### src/rtl/pool_pkg.sv
// rtl/pool_pkg.sv - shared pooling mode encodings, accumulator width helper and kernel legality mask
package pool_pkg;

  localparam logic POOL_MAX = 1'b0;
  localparam logic POOL_AVG = 1'b1;

  // Bit k is set when KERNEL=k is a supported window size.
  localparam logic [31:0] LEGAL_KERNEL_MASK = 32'h0000_0014;

  function automatic int acc_bits(input int activ_bits, input int kernel);
    return activ_bits + 2 * $clog2(kernel);
  endfunction

endpackage

### src/rtl/pool_combine.sv
// rtl/pool_combine.sv - per-channel combine of a partial result with a pixel (unsigned max or sum)
module pool_combine #(
  parameter int AW = 8,
  parameter int PW = 8
) (
  input  logic [AW-1:0] acc,
  input  logic [PW-1:0] pix,
  input  logic          avg,
  output logic [AW-1:0] res
);

  logic [AW-1:0] pix_w;

  always_comb begin
    pix_w = AW'(pix);
    if (avg) res = acc + pix_w;
    else     res = (acc > pix_w) ? acc : pix_w;
  end

endmodule

### src/rtl/pool2d_stream.sv
// rtl/pool2d_stream.sv - streaming KERNELxKERNEL pooling with a one-row partial-result buffer
// Optional average datapath compiled in with POOL2D_AVG_EN; otherwise max pooling only.
module pool2d_stream
  import pool_pkg::*;
#(
  parameter int IMG_W      = 32,
  parameter int IMG_H      = 32,
  parameter int CHANNELS   = 8,
  parameter int ACTIV_BITS = 8,
  parameter int KERNEL     = 2
) (
  input  logic                           clk,
  input  logic                           rst,
  input  logic                           mode,
  input  logic [CHANNELS*ACTIV_BITS-1:0] in_data,
  input  logic                           in_sof,
  input  logic                           in_valid,
  output logic                           in_ready,
  output logic [CHANNELS*ACTIV_BITS-1:0] out_data,
  output logic                           out_last,
  output logic                           out_valid,
  input  logic                           out_ready
);

  localparam int OUT_W = IMG_W / KERNEL;
  localparam int OUT_H = IMG_H / KERNEL;
  localparam int KSH   = $clog2(KERNEL);
`ifdef POOL2D_AVG_EN
  localparam bit AVG_EN = 1'b1;
  localparam int AW     = acc_bits(ACTIV_BITS, KERNEL);
  localparam int SH     = 2 * KSH;
`else
  localparam bit AVG_EN = 1'b0;
  localparam int AW     = ACTIV_BITS;
`endif
  localparam bit KERNEL_OK = LEGAL_KERNEL_MASK[KERNEL];
  localparam int CW  = $clog2(IMG_W + 1);
  localparam int RW  = $clog2(IMG_H + 1);
  localparam int OCW = (OUT_W > 1) ? $clog2(OUT_W) : 1;
  localparam int DW  = CHANNELS * ACTIV_BITS;

  logic [CW-1:0]          col, cur_col;
  logic [RW-1:0]          row, cur_row;
  logic [OCW-1:0]         oc;
  logic                   mode_q, avg_sel, beat;
  logic                   in_region, win_first, win_last, frame_last;
  logic [CHANNELS*AW-1:0] acc [OUT_W];
  logic [CHANNELS*AW-1:0] acc_rd;
  wire  [CHANNELS*AW-1:0] acc_nx;
  wire  [DW-1:0]          out_nx;

  assign in_ready = !out_valid || out_ready;
  assign beat     = in_valid && in_ready;
  assign avg_sel  = AVG_EN && (mode_q == POOL_AVG);

  // An accepted start-of-frame beat is pixel (0,0) regardless of the counters.
  assign cur_col = in_sof ? '0 : col;
  assign cur_row = in_sof ? '0 : row;

  always_comb begin
    oc         = OCW'(cur_col >> KSH);
    in_region  = KERNEL_OK && (cur_col < CW'(OUT_W * KERNEL)) && (cur_row < RW'(OUT_H * KERNEL));
    win_first  = (cur_col[KSH-1:0] == '0) && (cur_row[KSH-1:0] == '0);
    win_last   = (&cur_col[KSH-1:0]) && (&cur_row[KSH-1:0]);
    frame_last = (oc == OCW'(OUT_W - 1)) && ((cur_row >> KSH) == RW'(OUT_H - 1));
    acc_rd     = acc[oc];
  end

  for (genvar c = 0; c < CHANNELS; c++) begin : g_ch
    logic [ACTIV_BITS-1:0] pix;
    logic [AW-1:0]         comb, nxt;

    assign pix = in_data[c*ACTIV_BITS +: ACTIV_BITS];

    pool_combine #(.AW(AW), .PW(ACTIV_BITS)) u_combine (
      .acc (acc_rd[c*AW +: AW]),
      .pix (pix),
      .avg (avg_sel),
      .res (comb)
    );

    assign nxt                 = win_first ? AW'(pix) : comb;
    assign acc_nx[c*AW +: AW]  = nxt;
`ifdef POOL2D_AVG_EN
    assign out_nx[c*ACTIV_BITS +: ACTIV_BITS] = avg_sel ? nxt[SH +: ACTIV_BITS] : nxt[ACTIV_BITS-1:0];
`else
    assign out_nx[c*ACTIV_BITS +: ACTIV_BITS] = nxt;
`endif
  end

  always_ff @(posedge clk or posedge rst) begin
    if (rst) begin
      col       <= '0;
      row       <= '0;
      mode_q    <= POOL_MAX;
      out_valid <= 1'b0;
      out_last  <= 1'b0;
      out_data  <= '0;
      for (int i = 0; i < OUT_W; i++) acc[i] <= '0;
    end else begin
      if (beat) begin
        if (cur_col == CW'(IMG_W - 1)) begin
          col <= '0;
          row <= (cur_row == RW'(IMG_H - 1)) ? '0 : cur_row + RW'(1);
        end else begin
          col <= cur_col + CW'(1);
          row <= cur_row;
        end
        if (cur_col == '0 && cur_row == '0) mode_q <= mode;
        if (in_region) acc[oc] <= acc_nx;
      end
      if (beat && in_region && win_last) begin
        out_valid <= 1'b1;
        out_last  <= frame_last;
        out_data  <= out_nx;
      end else if (out_ready) begin
        out_valid <= 1'b0;
        out_last  <= 1'b0;
      end
    end
  end

endmodule

### config.mk
export PLATFORM = sky130hd
export DESIGN_NAME = pool2d_stream
export DESIGN_NICKNAME = d
export VERILOG_FILES = /design/src/rtl/pool_pkg.sv /design/src/rtl/pool_combine.sv /design/src/rtl/pool2d_stream.sv
export SDC_FILE = /design/constraint.sdc
export NUM_CORES = 2
export LEC_CHECK = 0
export ABC_AREA = 1
export CAP_MARGIN = 20
export CORE_ASPECT_RATIO = 1.25
export CORE_MARGIN = 3
export CORE_UTILIZATION = 27
export DETAILED_ROUTE_END_ITERATION = 7
export PLACE_DENSITY_LB_ADDON = 0.15
export SYNTH_ARGS = -nofsm -noshare
export SYNTH_HDL_FRONTEND = slang
export SYNTH_SLANG_ARGS = --single-unit
export TNS_END_PERCENT = 20
### constraint.sdc
create_clock -name clk -period 49.9 [get_ports clk]
set_input_delay 7.485 -clock clk [delete_from_list [all_inputs] [get_ports clk]]
set_output_delay 7.485 -clock clk [all_outputs]
set_load 0.005 [all_outputs]
==> impl_metrics.json <==
{
  "synthDistinctLibCells": 31,
  "dp_hpwl_um": 126000,
  "final_cell_mix": "nand2_1 (4704), nand3_1 (1288), dfrtp_1 (1101)",
  "die_w_um": 430,
  "area_delta_synth_final_pct": 12.9,
  "rows": 193,
  "holdPathEnd": "acc[282]",
  "slew_viol_final": 0,
  "grt_max_degree": 168,
  "ys_seq_elements": 1102,
  "hp-class": "register to register",
  "detail_route.iter0.violations": 5119,
  "rsz0062_at_grt": "no",
  "max_stage_delay_ns": 0.51,
  "worst_slack_ns": 33.84,
  "netlist_instances": 9004,
  "status": "complete, no violations",
  "finalHoldViolations": 0,
  "syn_area_mm2": 0.0606,
  "end_kind": "primary output",
  "fill_cells": 24406,
  "clkSinkCount": 1102,
  "ys_warn_count": 0,
  "grt_use_total": 0.215,
  "rr_worst_depth": 19,
  "path_clk_slew_ns": 0.05,
  "syn-num-nets": 9140,
  "cts-buffers-inserted": 135,
  "fin_worst_skew_ns": 0.0414,
  "rrSetupSlack_ns": 42.85,
  "worstReg2RegEnd": "out_data[40]",
  "wl_per_cell_um": 21.2,
  "grt_pass1_vias": 54848,
  "ctsHoldBuffers": 0,
  "cts_resized": 0,
  "routabilityCongestion": 0.766,
  "r2r-start": "col[1]",
  "antenna_found_initial": 6,
  "ant_nets": 0,
  "crit_type": "input pin to primary output",
  "cts_setup_buffers": 0,
  "fin_cells": 11833,
  "vias": 56764,
  "post-route-period-util": 0.322,
  "io_pins": 137,
  "cp.required_ns": 42.42,
  "dp_cells": 11592,
  "via_per_inst": 4.80,
  "clock_latency_ns": 0.80,
  "wl_um": 251000,
  "grt_pass1_wl_um": 373000,
  "fin_tns_setup_ns": 0,
  "worst_path_most_repeated_cell": "clkdlybuf4s50_1",
  "port-buffer-count": 135,
  "hold_ws_ns": 0.473,
  "finalNetCount": 8940,
  "synth-seq-area-share": 0.455,
  "hp-start": "acc[282]",
  "overflow": 0,
  "leakagePower_nw": 37.8,
  "crit_path_start_kind": "input pin",
  "syn-mean-instance-area_um2": 6.73,
  "worstPathCellList": "clkdlybuf4s50_1 -> inv_1 -> nand2_1 -> clkdlybuf4s50_1",
  "core-area_mm2": 0.222,
  "dr.pass1.iters": 6,
  "final_common_cell": "nand2_1",
  "dieHeight_um": 536,
  "power.total_mw": 2.76,
  "worst_path_max_delay_cell": "clkdlybuf4s50_1",
  "setup_viol": 0,
  "fin_crit_ns": 16.06,
  "htree_levels": 4,
  "worstPathArrival_ns": 8.58,
  "die_area_mm2": 0.230,
  "cts_tree": "done",
  "power.density_mw_per_mm2": 40.3,
  "multi_input_area_mm2": 0.0270,
  "layout-drive-gt1-share": 0.0465,
  "holdPathStages": 2,
  "tightest_slew_ns": 1.18,
  "ff_latch_area_mm2": 0.0276,
  "max_freq_ghz": 0.0623,
  "crit_fanout": 3,
  "relSlewSlack": 0.211,
  "clock_path_buffers": 3,
  "cap_violations": 0,
  "drc_errors": 0,
  "dp_slack_ns": 33.82,
  "ir_worst_vdd_mv": 0.0366,
  "start_util": 0.273,
  "cts.root.buffer_cell": "clkbuf_16"
}
## report_power, final
part | internal (mW) | switching, mW | total, mW
clock | 0.590 | 0.419 | 1.01
combinational | 0.213 | 0.461 | 0.673
sequential | 1.01 | 0.0624 | 1.08
total | 1.82 | 0.942 | 2.76
## critical path: cells and delay by family
family / cells / cell delay [ns]
simple gates: 1 / 0.09
buf+inv: 3 / 1.01
## state kept, by name, summed over array words and instances (netlist names)
name       count
out_valid      1
row            6
out_data      64
col            6
out_last       1
acc         1024
## through the flow
step            util  instance area [um^2]
3_3_place_gp   0.288                 64000
2_1_floorplan      -                 60600
3_5_place_dp   0.288                 64000
5_1_grt        0.308                 68400
6_report       0.308                 68400
4_1_cts        0.308                 68400
## cell usage after synthesis, drive strengths merged
cell	instances	area [um^2]
nand2	4710	17700
nand3	1292	6470
dfrtp	1102	27600
inv	959	3600
buf	374	1970
clkbuf	192	721
o21ai	130	853
nor2	99	377
ha	66	826
a21oi	41	235
nor3	10	66.3
nand4	8	50.1
o21a	8	60.1
xor2	4	35.0
nor4	2	27.5
xnor2	2	17.5
nand3b	1	7.51
o2111ai	1	8.76
o221ai	1	8.76
o22ai	1	6.26
o32ai	1	8.76
## worst max path at each step
stage	start	end	slack, ns	cells after the start
after global routing	out_ready	in_ready	33.79	4
after detailed placement	out_ready	in_ready	33.82	4
after floorplan	rst	acc[0]	11.39	1
final	out_ready	in_ready	33.84	4
after CTS	out_ready	in_ready	33.82	4
after global placement	out_ready	in_ready	33.81	4
## cells by family after synthesis
| family | Yosys count | share of synthesized area |
|---|---|---|
| and+or+nand+nor | 6122 | 0.407 |
| buffers and inverters | 1525 | 0.104 |
| DFF | 1102 | 0.455 |
| AOI/OAI and AO/OA | 183 | 0.0195 |
| adders and majority gates | 66 | 0.0136 |
| xor gates and xnor gates | 6 | 0.000867 |
## cell type report
class | count | share of cell area
inverters | 959 | 0.0534
multi-input cells | 6377 | 0.394
well taps | 2925 | 0.0535
flip-flops and latches | 1102 | 0.403
diodes | 3 | 0.000110
clock inverters | 35 | 0.00543
repair buffers | 229 | 0.0308
clock buffers | 203 | 0.0595
## layer usage
metal,vias up,global-route usage,wire (um)
li1,26972,-,-
met1,27995,0.285,113000
met2,1516,0.368,120000
met3,281,0.0266,12400
met4,0,0.0579,6070
met5,-,0,0
(Power assumes the default switching activity.)
